==> config.mk <==
export PLATFORM = sky130hd
export DESIGN_NAME = hazard_ctrl
export DESIGN_NICKNAME = d
export VERILOG_FILES = /design/src/rtl/pipeline_pkg.sv /design/src/rtl/hazard_perf_ctr.sv /design/src/rtl/hazard_ctrl.sv
export SDC_FILE = /design/constraint.sdc
export NUM_CORES = 1
export LEC_CHECK = 0
export ABC_AREA = 1
export BUFFER_PORTS_ARGS = -buffer_cell sky130_fd_sc_hd__buf_2
export CAP_MARGIN = 40
export CORE_MARGIN = 10
export CORE_UTILIZATION = 45
export DETAILED_ROUTE_END_ITERATION = 6
export MAX_ROUTING_LAYER = met4
export PLACE_DENSITY = 0.89
export SYNTH_ARGS = -nofsm -noshare
export SYNTH_HDL_FRONTEND = slang
export SYNTH_HIERARCHICAL = 1
export SYNTH_SLANG_ARGS = --single-unit
==> constraint.sdc <==
create_clock -name clk -period 3.32 [get_ports clk]
set_clock_uncertainty 0.05 [all_clocks]
set_input_delay 0.664 -clock clk [delete_from_list [all_inputs] [get_ports clk]]
set_output_delay 0.664 -clock clk [all_outputs]
set_load 0.02 [all_outputs]
==> src/rtl/pipeline_pkg.sv <==
// ============================================================================
// Module      : pipeline_pkg
// Description : Shared fetch-FSM state encoding and pipeline constants.
// Revision    : 1.0 - initial release
// ============================================================================
`default_nettype none

package pipeline_pkg;

  typedef enum logic [1:0] {
    F_WAIT   = 2'd0,
    F_SQUASH = 2'd1,
    F_HOLD   = 2'd2
  } fetch_state_t;

  // addi x0,x0,0 -- the datapath inserts this into IF/ID on bubble_ifid
  localparam logic [31:0] NOP_INSTR = 32'h0000_0013;

endpackage

`default_nettype wire

==> src/rtl/hazard_perf_ctr.sv <==
// ============================================================================
// Module      : hazard_perf_ctr
// Description : Three enable-driven wrapping event counters for stall stats.
// Revision    : 1.0 - initial release
// ============================================================================
`default_nettype none

module hazard_perf_ctr #(
  parameter int XLEN = 32
) (
  input  logic            clk,
  input  logic            rst,
  input  logic            en_dmem,
  input  logic            en_loaduse,
  input  logic            en_flush,
  output logic [XLEN-1:0] cnt_dmem,
  output logic [XLEN-1:0] cnt_loaduse,
  output logic [XLEN-1:0] cnt_flush
);

  localparam logic [XLEN-1:0] C_ONE = {{(XLEN-1){1'b0}}, 1'b1};

  logic [2:0]      en;
  logic [XLEN-1:0] cnt [3];

  assign en = {en_flush, en_loaduse, en_dmem};

  for (genvar i = 0; i < 3; i++) begin : g_ctr
    always_ff @(posedge clk) begin
      if (rst) begin
        cnt[i] <= '0;
      end else if (en[i]) begin
        cnt[i] <= cnt[i] + C_ONE;
      end
    end
  end

  assign cnt_dmem    = cnt[0];
  assign cnt_loaduse = cnt[1];
  assign cnt_flush   = cnt[2];

endmodule

`default_nettype wire

==> src/rtl/hazard_ctrl.sv <==
// ============================================================================
// Module      : hazard_ctrl
// Description : Pipeline stall/flush controller with fetch FSM and skid buffer.
//               Optional event counters built when HAZARD_CTRL_PERF_EN is defined.
// Revision    : 1.0 - initial release
// ============================================================================
`default_nettype none

module hazard_ctrl
  import pipeline_pkg::*;
#(
  parameter int XLEN = 32
) (
  input  logic            clk,
  input  logic            rst,
  input  logic            no_hazard,
  input  logic            br_redirect,
  input  logic            dmem_req,
  input  logic            dmem_resp,
  input  logic            imem_resp,
  input  logic [XLEN-1:0] imem_rdata,
  output logic            imem_read,
  output logic            load_pc,
  output logic            load_ifid,
  output logic            load_idex,
  output logic            load_exmem,
  output logic            load_memwb,
  output logic            bubble_ifid,
  output logic            bubble_idex,
  output logic            bubble_exmem,
  output logic [XLEN-1:0] ifid_instr,
  output logic [XLEN-1:0] cnt_dmem,
  output logic [XLEN-1:0] cnt_loaduse,
  output logic [XLEN-1:0] cnt_flush
);

  fetch_state_t    state;
  logic [XLEN-1:0] skid;

  logic freeze;
  logic lu;
  logic adv;
  logic redir;
  logic fetch_ok;

  assign freeze   = dmem_req & ~dmem_resp;
  assign lu       = ~no_hazard;
  assign adv      = ~freeze & ~lu;
  assign redir    = br_redirect & adv;
  assign fetch_ok = ((state == F_WAIT) & imem_resp) | (state == F_HOLD);

  assign ifid_instr = (state == F_HOLD) ? skid : imem_rdata;

  always_ff @(posedge clk) begin
    if (rst) begin
      state <= F_WAIT;
      skid  <= '0;
    end else begin
      case (state)
        F_WAIT: begin
          if (imem_resp && !adv) begin
            state <= F_HOLD;
            skid  <= imem_rdata;
          end else if (!imem_resp && redir) begin
            state <= F_SQUASH;
          end
        end
        F_SQUASH: begin
          // wrong-path response is dropped here and never reaches IF/ID
          if (imem_resp) begin
            state <= F_WAIT;
          end
        end
        F_HOLD: begin
          if (adv) begin
            state <= F_WAIT;
          end
        end
        default: state <= F_WAIT;
      endcase
    end
  end

  always_comb begin
    imem_read    = 1'b0;
    load_pc      = 1'b0;
    load_ifid    = 1'b0;
    load_idex    = 1'b0;
    load_exmem   = 1'b0;
    load_memwb   = 1'b0;
    bubble_ifid  = 1'b0;
    bubble_idex  = 1'b0;
    bubble_exmem = 1'b0;
    if (!rst) begin
      imem_read = (state != F_HOLD);
      // a dmem freeze holds every stage; a pending redirect waits it out
      if (!freeze) begin
        load_memwb   = 1'b1;
        load_exmem   = 1'b1;
        bubble_exmem = lu;
        load_idex    = ~lu;
        bubble_idex  = redir;
        load_ifid    = ~lu;
        bubble_ifid  = redir | ~fetch_ok;
        load_pc      = redir | (adv & fetch_ok);
      end
    end
  end

`ifdef HAZARD_CTRL_PERF_EN
  hazard_perf_ctr #(
    .XLEN (XLEN)
  ) u_perf (
    .clk         (clk),
    .rst         (rst),
    .en_dmem     (freeze),
    .en_loaduse  (~freeze & lu),
    .en_flush    (redir),
    .cnt_dmem    (cnt_dmem),
    .cnt_loaduse (cnt_loaduse),
    .cnt_flush   (cnt_flush)
  );
`else
  assign cnt_dmem    = '0;
  assign cnt_loaduse = '0;
  assign cnt_flush   = '0;
`endif

endmodule

`default_nettype wire

# [Word-level counts from Yosys, hierarchy flattened]
# Index checks and enable logic that the tools add are counted.
[op_classes] eq_ne=6 mux=19 bitwise_logic=12 reduce_logical=7
[op_table] op="two-way mux 32 bit" count=1
[op_table] op="two-way mux 1 bit" count=13
[op_table] op="two-way mux 2 bit" count=4
[op_table] op="inequality test 2 bit, second input constant" count=3
[op_table] op="case mux 2 bit (3 select lines)" count=1
[op_table] op="bitwise AND 1 bit" count=5
[op_table] op="inverter 1 bit" count=4
[op_table] op="inequality test 3 x 1 -> 1 bit, second input constant" count=1
[op_table] op="OR 1 bit" count=3
[op_table] op="AND reduction 3 bit" count=1
[op_table] op="== test 2 x 1 -> 1 bit, second input constant" count=1
[op_table] op="== test 2 bit, second input constant" count=1
[op_table] op="logical AND 1 bit" count=2
[op_table] op="logical NOT 1 bit" count=2
[op_table] op="logical NOT 2 bit" count=1
[op_table] op="AND reduction 2 bit" count=1
[word_totals] register_bits=34 in_bits=39 output_inout_bits=137 wordCells=46

# [Logic depth before layout (Yosys ltp)]
# Gate-level depths: netlist of run 1.
[logic_depth] depth_word=9 ltp_mapped=9 mapped_depth_nobuf=7

# [Worst setup path before layout of run 1]
# OpenSTA, ideal clock, no wires.
[synth_path] path_type="input -> output" start="in dmem_resp" end="out load_pc" t_arrival_ns=1.351 required_time_ns=2.606 path_slack_ns=1.255 path_stages=4 path_buffers=0 path_cell_list="inv_1 a21oi_1 nand2_1 o22ai_1"
[synth_via] elab_chain_cells=8 word_cells_on_any_way=9 cone_classes="2 x mux; 7 x bitwise"
[synth_rtl] item="start: declaration" line="hazard_ctrl.sv:19" text="input logic dmem_resp,"
[synth_rtl] item="inverter 1 bit *" line="hazard_ctrl.sv:46" text="assign freeze = dmem_req & ~dmem_resp;"
[synth_rtl] item="bitwise AND 1 bit *" line="hazard_ctrl.sv:46"
[synth_rtl] item="inverter 1 bit" line="hazard_ctrl.sv:48" text="assign adv = ~freeze & ~lu;"
[synth_rtl] item="bitwise AND 1 bit" line="hazard_ctrl.sv:48"
[synth_rtl] item="bitwise AND 1 bit (on tied branches)" line="hazard_ctrl.sv:49, hazard_ctrl.sv:105"
[synth_rtl] item="OR 1 bit" line="hazard_ctrl.sv:105" text="load_pc = redir | (adv & fetch_ok);"
[synth_rtl] item="two-way mux 1 bit *" line="hazard_ctrl.sv:97" text="if (!freeze) begin"
[synth_rtl] item="two-way mux 1 bit *" line="hazard_ctrl.sv:94" text="if (!rst) begin"
[synth_rtl] item="end: declaration" line="hazard_ctrl.sv:23" text="output logic load_pc,"
# Every way passes the cells marked *; elsewhere a longest branch is shown, timed or not.

# [Worst setup path after layout of run 1]
[layout_path] start="reg state[0]" end="out ifid_instr[27]"
[layout_via] elab_chain_cells=2
[layout_rtl] item="start: declaration" line="hazard_ctrl.sv:37" text="fetch_state_t state;"
[layout_rtl] item="start signal: assignment" line="hazard_ctrl.sv:56" text="state <= F_WAIT;"
[layout_rtl] item="start signal: assignment" line="hazard_ctrl.sv:62" text="state <= F_HOLD;"
[layout_rtl] item="start signal: assignment" line="hazard_ctrl.sv:65" text="state <= F_SQUASH;"
[layout_rtl] item="== test 2 bit" line="hazard_ctrl.sv:52" text="assign ifid_instr = (state == F_HOLD) ? skid : imem_rdata;"
[layout_rtl] item="two-way mux 32 bit" line="hazard_ctrl.sv:52"
[layout_rtl] item="end: declaration" line="hazard_ctrl.sv:31" text="output logic [XLEN-1:0] ifid_instr,"
# No other way between the ends.

==> flow_summary.ini, run 1 <==
[logic_synthesis]
ys_async_sr_fraction_pct = 0
synth_top_area_share_pct = 29.7
ys_ff_latch = 34
synth_area_leaders = buf_4 30%, dfxtp_1 27%, nand2_1 15%, nor2_1 10%, o21ai_0 6.3%
netlist_area_um2 = 2530
ys_seq_area_share_pct = 26.9
yosysWarnings = 6
synth_top_area_cell = buf_4
netlist_instances = 403
synth_ff_type = dfxtp_1
ys_types = 18
synth_edf_count = 0
syn_area_per_cell_um2 = 6.27

[pwr]
power_density_nw_per_um2 = 433
leakage_nw = 1.65
vdd_drop_max_uv = 201

[critical_path]
crit_path_max_incr_delay_ns = 0.62
cp_max_fo = 64
end_kind = output pin
path_class = register to output pin
r2r-end = skid[30]$_SDFFE_PP0P_
r2r-start = state[0]$_SDFFE_PP0P_
reg2reg_slack_ns = 1.49
worstPathCellList = nor2_2 > inv_2 > nand2_1 > o21ai_0 > buf_2
slowest_stage = inv_2
startpoint = state[0]$_SDFFE_PP0P_
required_ns = 2.61
cp-start-kind = register
worst_r2r_path_depth = 6
critPathArrivalTime_ns = 1.85
endpoint = ifid_instr[27]

[global_routing]
grt_pass1_wl_um = 8940
globalRouteTotalUtil_pct = 12.2
grt_pass1_vias = 2067
grt_overflow = 0
antenna_found_initial = 0
grt_start_max_net_pins = 65

[placement]
dp_hpwl_um = 4920
globalplace.congestion = 0.767
io_buffer_count = 79

[clocking]
cts_tree = done
htree_num_levels = 2
cts_buffers = 5
clock_path_buffers = 2
cts_setup_buffers = 0
clockRootBuffer = clkbuf_8
cts_hold_buf = 0
clkLatencyLatePin_ns = 0.28
clk_pin_slew_ns = 0.07
clock-sinks = 34
cts_resized = 0

[floorplanning]
num_rows = 27
die_w_um = 94.9
dieArea_um2 = 9010
fp.dieH_um = 94.9
coreArea_um2 = 5470
initial_utilization_pct = 46.2
io_pins = 176

[timing]
worst_pin_slew_ns = 0.845
timing.hold.ws_ns = 0.463
setup_tns_ns = 0
setup_violations = 0
hold_violations = 0
max_freq_mhz = 390
period_share_pct = 77.3
slew_headroom_pct = 43.6
maxSlewViolCount = 0
rsz0062_at_grt = false
min_period_ns = 2.57

[outcome]
status = finished, final reports clean

[run]
maxCapViolCount = 0

[routing]
drtIter0Drc = 29
route.detailed.drc = 0
post_drt_wl_per_cell_um = 10.9
final_antenna_net_count = 0
via_per_inst = 4.03
dr.pass1.iters = 4
wl_um = 5980
via_count = 2198

[cells_and_area]
syn_to_final_growth_pct = 5.15
final_nets = 512
diodes = 0
drive_above_1_share_pct = 19.6

[hold_path]
hold_path.class = register to register
[synth_stat cells (2+ instances only)]
cell      count
nand3_1       2
buf_6         3
clkbuf_1      7
dfxtp_1      34
nor2_1       67
a21oi_1       4
nor2_2        2
inv_1        40
nand2_1     102
o21ai_0      32
buf_2         4
buf_4       100
[metal layers]
layer / global-route usage (%) / part of all wire [%] / wire length, µm / vias to the layer above
met1: 11.7 / 36 / 2180 / 956
met3: 3.97 / 12 / 718 / 2
met5: - / 0 / 0 / -
li1: - / - / - / 1141
met4: 2.24 / 0.17 / 10 / 0
met2: 23.3 / 51 / 3070 / 99
[flip-flops by register name, indices dropped and copies added, names as in the netlist]
name   flops
skid      32
state      2
[worst max-delay path: cells and delay by family (launching register included)]
| family | cells | cell delay (ns) |
|---|---|---|
| buffers and inverters | 2 | 0.84 |
| DFF | 1 | 0.41 |
| and+or+nand+nor | 2 | 0.17 |
| AOI/OAI and AO/OA | 1 | 0.14 |
[how the worst min path moves through the flow]
stage                          start               endpoint  slack, ns  cells past startpoint
6_report       skid[27]$_SDFFE_PP0P_  skid[27]$_SDFFE_PP0P_       0.46                      4
3_5_place_dp   skid[17]$_SDFFE_PP0P_  skid[17]$_SDFFE_PP0P_       0.45                      4
2_1_floorplan   skid[0]$_SDFFE_PP0P_   skid[0]$_SDFFE_PP0P_       0.44                      4
5_1_grt        skid[29]$_SDFFE_PP0P_  skid[29]$_SDFFE_PP0P_       0.50                      4
3_3_place_gp    skid[3]$_SDFFE_PP0P_   skid[3]$_SDFFE_PP0P_       0.45                      4
4_1_cts        skid[17]$_SDFFE_PP0P_  skid[17]$_SDFFE_PP0P_       0.47                      4
[power by group]
part	total [W]	leakage [nW]	internal, W	switching (W)
registers	0.000452	0.281	0.000443	0.00000937
logic	0.000390	1.32	0.0000962	0.000294
clock network	0.000309	0.0482	0.000167	0.000142
total	0.00115	1.65	0.000706	0.000445
[kinds of logic (layout without fill, tap and decap cells)]
group,after synthesis,after routing,share of synthesized area [%]
AND/OR/NAND/NOR,174,174,26.2
flip-flops,34,34,26.9
buffers and inverters,156,132,39.1
other,1,96,0.148
AO/OA/AOI/OAI,38,38,7.57
[cells in the final DEF, fill, tap and decap left out]
master	count
conb_1	96
o22ai_1	1
nand4_1	1
a21oi_1	4
nand2_1	102
nand3_1	1
inv_2	1
buf_2	79
clkinv_2	1
nand3_2	1
o21ai_1	1
buf_4	3
clkinv_1	1
clkbuf_1	1
dfxtp_1	34
o21ai_0	32
nor2_2	2
inv_1	40
nor2_1	67
clkbuf_8	6
[through the flow]
| step | cell area [µm²] | std cells | setup slack [ns] | utilization, % | total power, W |
|---|---|---|---|---|---|
| after floorplan | 2880 | 498 | 1.25 | - | 0.000844 |
| after global placement | 2570 | 538 | 0.970 | 46.9 | 0.000837 |
| after detailed placement | 2570 | 538 | 0.940 | 46.9 | 0.000847 |
| after CTS | 2660 | 546 | 0.735 | 48.6 | 0.00116 |
| after global routing | 2660 | 546 | 0.519 | 48.6 | 0.00123 |
| final | 2660 | 546 | 0.755 | 48.6 | 0.00115 |
[layout make-up]
cell class	instances	area (µm²)
clock buffer	7	86.3
clock inverter	1	5.00
tap	72	90.1
timing repair buffer	82	418
multi-input combinational	308	1220
fill	572	2820
inverter	42	158
sequential	34	681
Note: power is estimated with default switching activity, not from simulation.
==> inputs of run 2 (changes only) <==
--- a/config.mk
+++ b/config.mk
@@ -5,14 +5,14 @@
 export SDC_FILE = /design/constraint.sdc
 export NUM_CORES = 1
 export LEC_CHECK = 0
-export ABC_AREA = 1
+export ABC_AREA = 0
 export BUFFER_PORTS_ARGS = -buffer_cell sky130_fd_sc_hd__buf_2
 export CAP_MARGIN = 40
 export CORE_MARGIN = 10
-export CORE_UTILIZATION = 45
+export CORE_UTILIZATION = 43
 export DETAILED_ROUTE_END_ITERATION = 6
 export MAX_ROUTING_LAYER = met4
-export PLACE_DENSITY = 0.89
+export PLACE_DENSITY = 0.84
 export SYNTH_ARGS = -nofsm -noshare
 export SYNTH_HDL_FRONTEND = slang
 export SYNTH_HIERARCHICAL = 1
==> constraint.sdc (replaced) <==
create_clock -name clk -period 2.4 [get_ports clk]
set_clock_uncertainty 0.05 [all_clocks]
set_input_delay 0.48 -clock clk [delete_from_list [all_inputs] [get_ports clk]]
set_output_delay 0.48 -clock clk [all_outputs]
set_load 0.02 [all_outputs]
==> run 2 against run 1 <==
Cell count fell by 19%. Global-route usage fell by 0.86 points. Design area rose by 8.3%. Area after synthesis rose by 7.1%. Setup slack got worse by 0.59 ns. Total power rose by 36%. Core utilization fell by 0.78 points. Clock power rose by 43%. Critical path type unchanged. Critical endpoint is now ifid_instr[12]. Largest power group unchanged.
==> flow_summary.ini, run 2 <==
[critical_path]
required_ns = 1.87
path_class = register to output pin
end_kind = output pin
cp_max_fo = 20
critPathArrivalTime_ns = 1.70
cp-start-kind = register

[logic_synthesis]
syn_area_per_cell_um2 = 9.27
synth-adder-area-share_pct = 0
ys_seq_area_share_pct = 25.2
netlist_instances = 292
yosysWarnings = 6
synth_top_area_share_pct = 27.2
synth_top_family_by_area = buffers and inverters
netlist_area_um2 = 2710
ys_ff_latch = 34
synth_mux_area_share_pct = 25.2
synth.most_common_cell = buf_4
synth_ff_type = dfxtp_1
synth_common_cells = 98 x buf_4, 64 x nand2b_1, 34 x dfxtp_1
synth-xor-area-share_pct = 0
ys_types = 21
synth_edf_count = 0
synth_top_area_cell = buf_4
synth_area_leaders = buf_4 27%, dfxtp_1 25%, nand2b_1 15%, mux2_2 13%, mux2i_1 12%
ys_async_sr_fraction_pct = 0
synth_compound_area_share_pct = 2.40
yosys.area_share.simple_pct = 16.8

[pwr]
pwr-share-seq_pct = 39.6
p_sw_w = 0.000563
p_int_w = 0.00100
vdd_drop_max_uv = 262
power_w = 0.00156
power_density_nw_per_um2 = 543
leakage_nw = 1.43
p_clk_share_pct = 28.2
combinationalPowerShare_pct = 32.2
p_sw_share_pct = 36.0

[floorplanning]
dieArea_um2 = 9870
die_w_um = 99.3
io_pins = 176
fp.dieH_um = 99.3
num_rows = 28
coreArea_um2 = 6030
initial_utilization_pct = 44.9

[hold_path]
hold_path.class = input pin to register

[clocking]
clkLatencyLatePin_ns = 0.28
htree_num_levels = 2
cts_setup_buffers = 0
clockRootBuffer = clkbuf_8
cts_hold_buf = 0
clock_path_buffers = 2
cts_buffers = 5
clock-sinks = 34
cts_tree = done
cts_resized = 0
clk_pin_slew_ns = 0.07

[cells_and_area]
final_nets = 405
final_cell_mix = 96 x conb_1, 79 x buf_2, 64 x nand2b_1
final_common_cell = conb_1
drive_above_1_share_pct = 34.1
fillCellCount = 567
largestRegisters = skid (32), state (2)
regMostFlops = skid
syn_to_final_growth_pct = 6.38
largest_reg_flops = 32
diodes = 0

[routing]
dr.pass1.iters = 4
post_drt_wl_per_cell_um = 13.3
final_antenna_net_count = 0
via_per_inst = 4.17
drtIter0Drc = 42
wl_um = 5890
route.detailed.drc = 0
via_count = 1843

[timing]
period_share_pct = 93.0
maxSlewViolCount = 0
hold_violations = 0
setup_violations = 0
min_period_ns = 2.23
setup_tns_ns = 0
max_freq_mhz = 448
rsz0062_at_grt = false

[placement]
dp_hpwl_um = 4810
globalplace.congestion = 0.801
io_buffer_count = 79

[global_routing]
globalRouteTotalUtil_pct = 11.3
antenna_found_initial = 0
grt_pass1_wl_um = 9410
grt_pass1_vias = 1964
grt_overflow = 0
grt_start_max_net_pins = 68

[outcome]
status = finished, final reports clean

[run]
maxCapViolCount = 0
==> run 2: path summary, 6_finish.rpt <==
check / from / endpoint / slack, ns / cells after the start
setup / recovery: state[0]$_SDFFE_PP0P_ / ifid_instr[12] / 0.17 / 5
hold / removal: imem_resp / state[0]$_SDFFE_PP0P_ / 0.36 / 2
setup reg to reg: state[0]$_SDFFE_PP0P_ / skid[14]$_SDFFE_PP0P_ / 1.06 / 3
hold reg to reg: skid[10]$_SDFFE_PP0P_ / skid[10]$_SDFFE_PP0P_ / 0.42 / 2
==> run 2: metrics by stage <==
stage / hold WS, ns / instance area, µm² / util (%) / std cells / worst slack, ns
5_1_grt: 0.359 / 2880 / 47.8 / 442 / 0.0585
2_1_floorplan: 0.396 / 3060 / - / 387 / 0.345
4_1_cts: 0.345 / 2880 / 47.8 / 442 / 0.157
3_5_place_dp: 0.412 / 2780 / 46.2 / 434 / 0.474
3_3_place_gp: 0.406 / 2780 / 46.2 / 434 / 0.504
6_report: 0.359 / 2880 / 47.8 / 442 / 0.167
==> run 2: metal layers <==
layer | wire length, µm | global-route usage, % | up-vias
met1 | 2040 | 10.3 | 836
met4 | 17 | 1.98 | 0
met3 | 845 | 6.85 | 3
met2 | 2990 | 20.0 | 102
li1 | - | - | 902
met5 | 0 | - | -
==> run 2: final cells by class <==
cell class / count / area, µm² / share of cell area, %
Sequential cell: 34 / 681 / 23.6
Tap cell: 75 / 93.8 / 3.26
Timing Repair Buffer: 83 / 438 / 15.2
Multi-Input combinational cell: 239 / 1560 / 54.2
Clock inverter: 2 / 12.5 / 0.435
Clock buffer: 6 / 82.6 / 2.87
Inverter: 3 / 11.3 / 0.391
==> run 2: kinds of logic after synthesis <==
family / Yosys count
flops: 34
other cells: 1
simple gates: 73
compound gates: 6
buf+inv: 114
mux: 64
==> run 2: critical path: stages (launching register included) <==
cell and delay (ns):
dfxtp_1 0.41, inv_1 0.09, nand2_1 0.08, buf_4 0.29, mux2_2 0.38, buf_2 0.16
==> run 2: power by group through the flow <==
stage | combinational [W] | sequential (W) | clock, W
detailed placement | 0.000500 | 0.000631 | 0
floorplan | 0.000507 | 0.000626 | 0
global placement | 0.000491 | 0.000629 | 0
finish | 0.000503 | 0.000618 | 0.000441
global route | 0.000548 | 0.000622 | 0.000488
CTS | 0.000501 | 0.000618 | 0.000463
==> inputs of run 3 (changes only) <==
--- a/config.mk
+++ b/config.mk
@@ -9,10 +9,10 @@
 export BUFFER_PORTS_ARGS = -buffer_cell sky130_fd_sc_hd__buf_2
 export CAP_MARGIN = 40
 export CORE_MARGIN = 10
-export CORE_UTILIZATION = 43
+export CORE_UTILIZATION = 46
 export DETAILED_ROUTE_END_ITERATION = 6
 export MAX_ROUTING_LAYER = met4
-export PLACE_DENSITY = 0.84
+export PLACE_DENSITY = 0.89
 export SYNTH_ARGS = -nofsm -noshare
 export SYNTH_HDL_FRONTEND = slang
 export SYNTH_HIERARCHICAL = 1
==> constraint.sdc (replaced) <==
create_clock -name clk -period 2.8 [get_ports clk]
set_clock_uncertainty 0.05 [all_clocks]
set_input_delay 0.56 -clock clk [delete_from_list [all_inputs] [get_ports clk]]
set_output_delay 0.56 -clock clk [all_outputs]
set_load 0.02 [all_outputs]
==> run 3 against run 2 <==
Core utilization is 3.0 points higher. Critical path depth unchanged. Non-clock buffer count unchanged. Routed wire length increased by 2.1%. Total power down 16%. Setup slack better by 0.23 ns. Register-to-register slack gained 0.37 ns. Die area fell by 5.2%. Clock power shrank 20%. First-iteration DRC count shrank 40%.
==> flow_summary.ini, run 3 (synthesis gave the netlist of run 2 again) <==
[pwr]
combinationalPowerShare_pct = 32.6
power_density_nw_per_um2 = 461
pwr-share-seq_pct = 40.5
leakage_nw = 1.42
vdd_drop_max_uv = 273
p_int_w = 0.000846
power_w = 0.00131
p_sw_share_pct = 35.5
p_clk_share_pct = 26.9
p_sw_w = 0.000466

[floorplanning]
io_pins = 176
coreArea_um2 = 5610
fp.dieH_um = 96.7
dieArea_um2 = 9350
die_w_um = 96.7
initial_utilization_pct = 48.3
num_rows = 27

[timing]
setup_tns_ns = 0
hold_violations = 0
maxSlewViolCount = 0
min_period_ns = 2.40
setup_violations = 0
max_freq_mhz = 417
period_share_pct = 85.7
rsz0062_at_grt = false
setup_ws_ns = 0.400

[cells_and_area]
multi_input_area_um2 = 1560
regMostFlops = skid
utilization_pct = 50.8
drive_above_1_share_pct = 33.7
final_cell_mix = 96 x conb_1, 79 x buf_2, 64 x nand2b_1
largest_reg_flops = 32
fillCellCount = 533
syn_to_final_growth_pct = 5.32
diodes = 0
layout.area.seq_um2 = 681
final_nets = 405
largestRegisters = skid (32), state (2)
final_common_cell = conb_1

[critical_path]
r2r-start = state[0]$_SDFFE_PP0P_
worstPathCellList = inv_1 > nand2_1 > buf_4 > mux2_2 > buf_2
crit_path_max_incr_delay_ns = 0.42
slowest_stage = dfxtp_1
critPathBufInv = 3
path_delay_family = buffers and inverters
end_kind = output pin
cp-start-kind = register
startpoint = state[0]$_SDFFE_PP0P_
required_ns = 2.19
critPathArrivalTime_ns = 1.79
cp_max_fo = 32
path_class = register to output pin

[routing]
drtIter0Drc = 25
via_count = 1826
wl_um = 6010
post_drt_wl_per_cell_um = 13.8
via_per_inst = 4.18
dr.pass1.iters = 4
route.detailed.drc = 0
final_antenna_net_count = 0

[clocking]
clkLatencyLatePin_ns = 0.28
clockRootBuffer = clkbuf_8
clock-sinks = 34
cts_tree = done
htree_num_levels = 2
clock_path_buffers = 2
cts_buffers = 5
clk_pin_slew_ns = 0.06
cts_hold_buf = 0
cts_resized = 0
cts_setup_buffers = 0

[placement]
pre_cts_slack_ns = 0.684
globalplace.congestion = 0.744
io_buffer_count = 79
dp_hpwl_um = 4830

[outcome]
status = finished, final reports clean

[hold_path]
hold_start = skid[26]$_SDFFE_PP0P_
hold_path.class = register to register

[run]
maxCapViolCount = 0

[global_routing]
grt_pass1_wl_um = 9620
grt_pass1_vias = 1982
grt_start_max_net_pins = 68
globalRouteTotalUtil_pct = 12.3
grt_overflow = 0
antenna_found_initial = 0
[run 3: cell count changes in the layout (fill, tap and decap cells not counted)]
| cell | previous run | this run |
|---|---|---|
| clkinv_2 | 1 | 0 |
| buf_4 | 3 | 4 |
| buf_12 | 1 | 0 |
| clkinvlp_4 | 1 | 0 |
[run 3: per-layer routing]
metal	routed length, µm	up-vias	track usage, %
li1	-	896	-
met1	2220	831	10.9
met2	3080	97	22.4
met3	705	2	6.67
met4	10	0	2.48
met5	0	-	-
[run 3: worst register-to-register path: stages, from the launching register on]
cell and delay, ns:
dfxtp_1 0.35, a2111oi_4 0.30, buf_4 0.35, mux2i_1 0.25
[run 3: worst paths after layout]
| kind | cells after the start | slack [ns] | endpoint |
|---|---|---|---|
| setup / recovery | 5 | 0.40 | ifid_instr[9] |
| hold / removal | 2 | 0.42 | skid[26]$_SDFFE_PP0P_ |
| setup reg to reg | 3 | 1.43 | skid[0]$_SDFFE_PP0P_ |
| hold reg to reg | 2 | 0.42 | skid[26]$_SDFFE_PP0P_ |
[run 3: through the flow]
step | hold WS [ns] | area, µm² | cells
floorplan | 0.396 | 3060 | 387
global placement | 0.406 | 2770 | 431
detailed placement | 0.413 | 2770 | 431
CTS | 0.426 | 2850 | 437
global route | 0.434 | 2850 | 437
finish | 0.422 | 2850 | 437
[run 3: layout make-up]
type                    instances  area share (%)
clock buffers                   6            2.90
inverters                       3           0.395
multi-input cells             239            54.7
flip-flops and latches         34            23.9
well taps                      72            3.16
repair buffers                 83            14.9
[run 3: power groups by stage]
stage,clock network [W],logic (W),registers (W)
after CTS,0.000371,0.000424,0.000531
after global placement,0,0.000415,0.000539
after floorplan,0,0.000434,0.000536
final,0.000353,0.000428,0.000532
after global routing,0.000390,0.000463,0.000535
after detailed placement,0,0.000423,0.000541
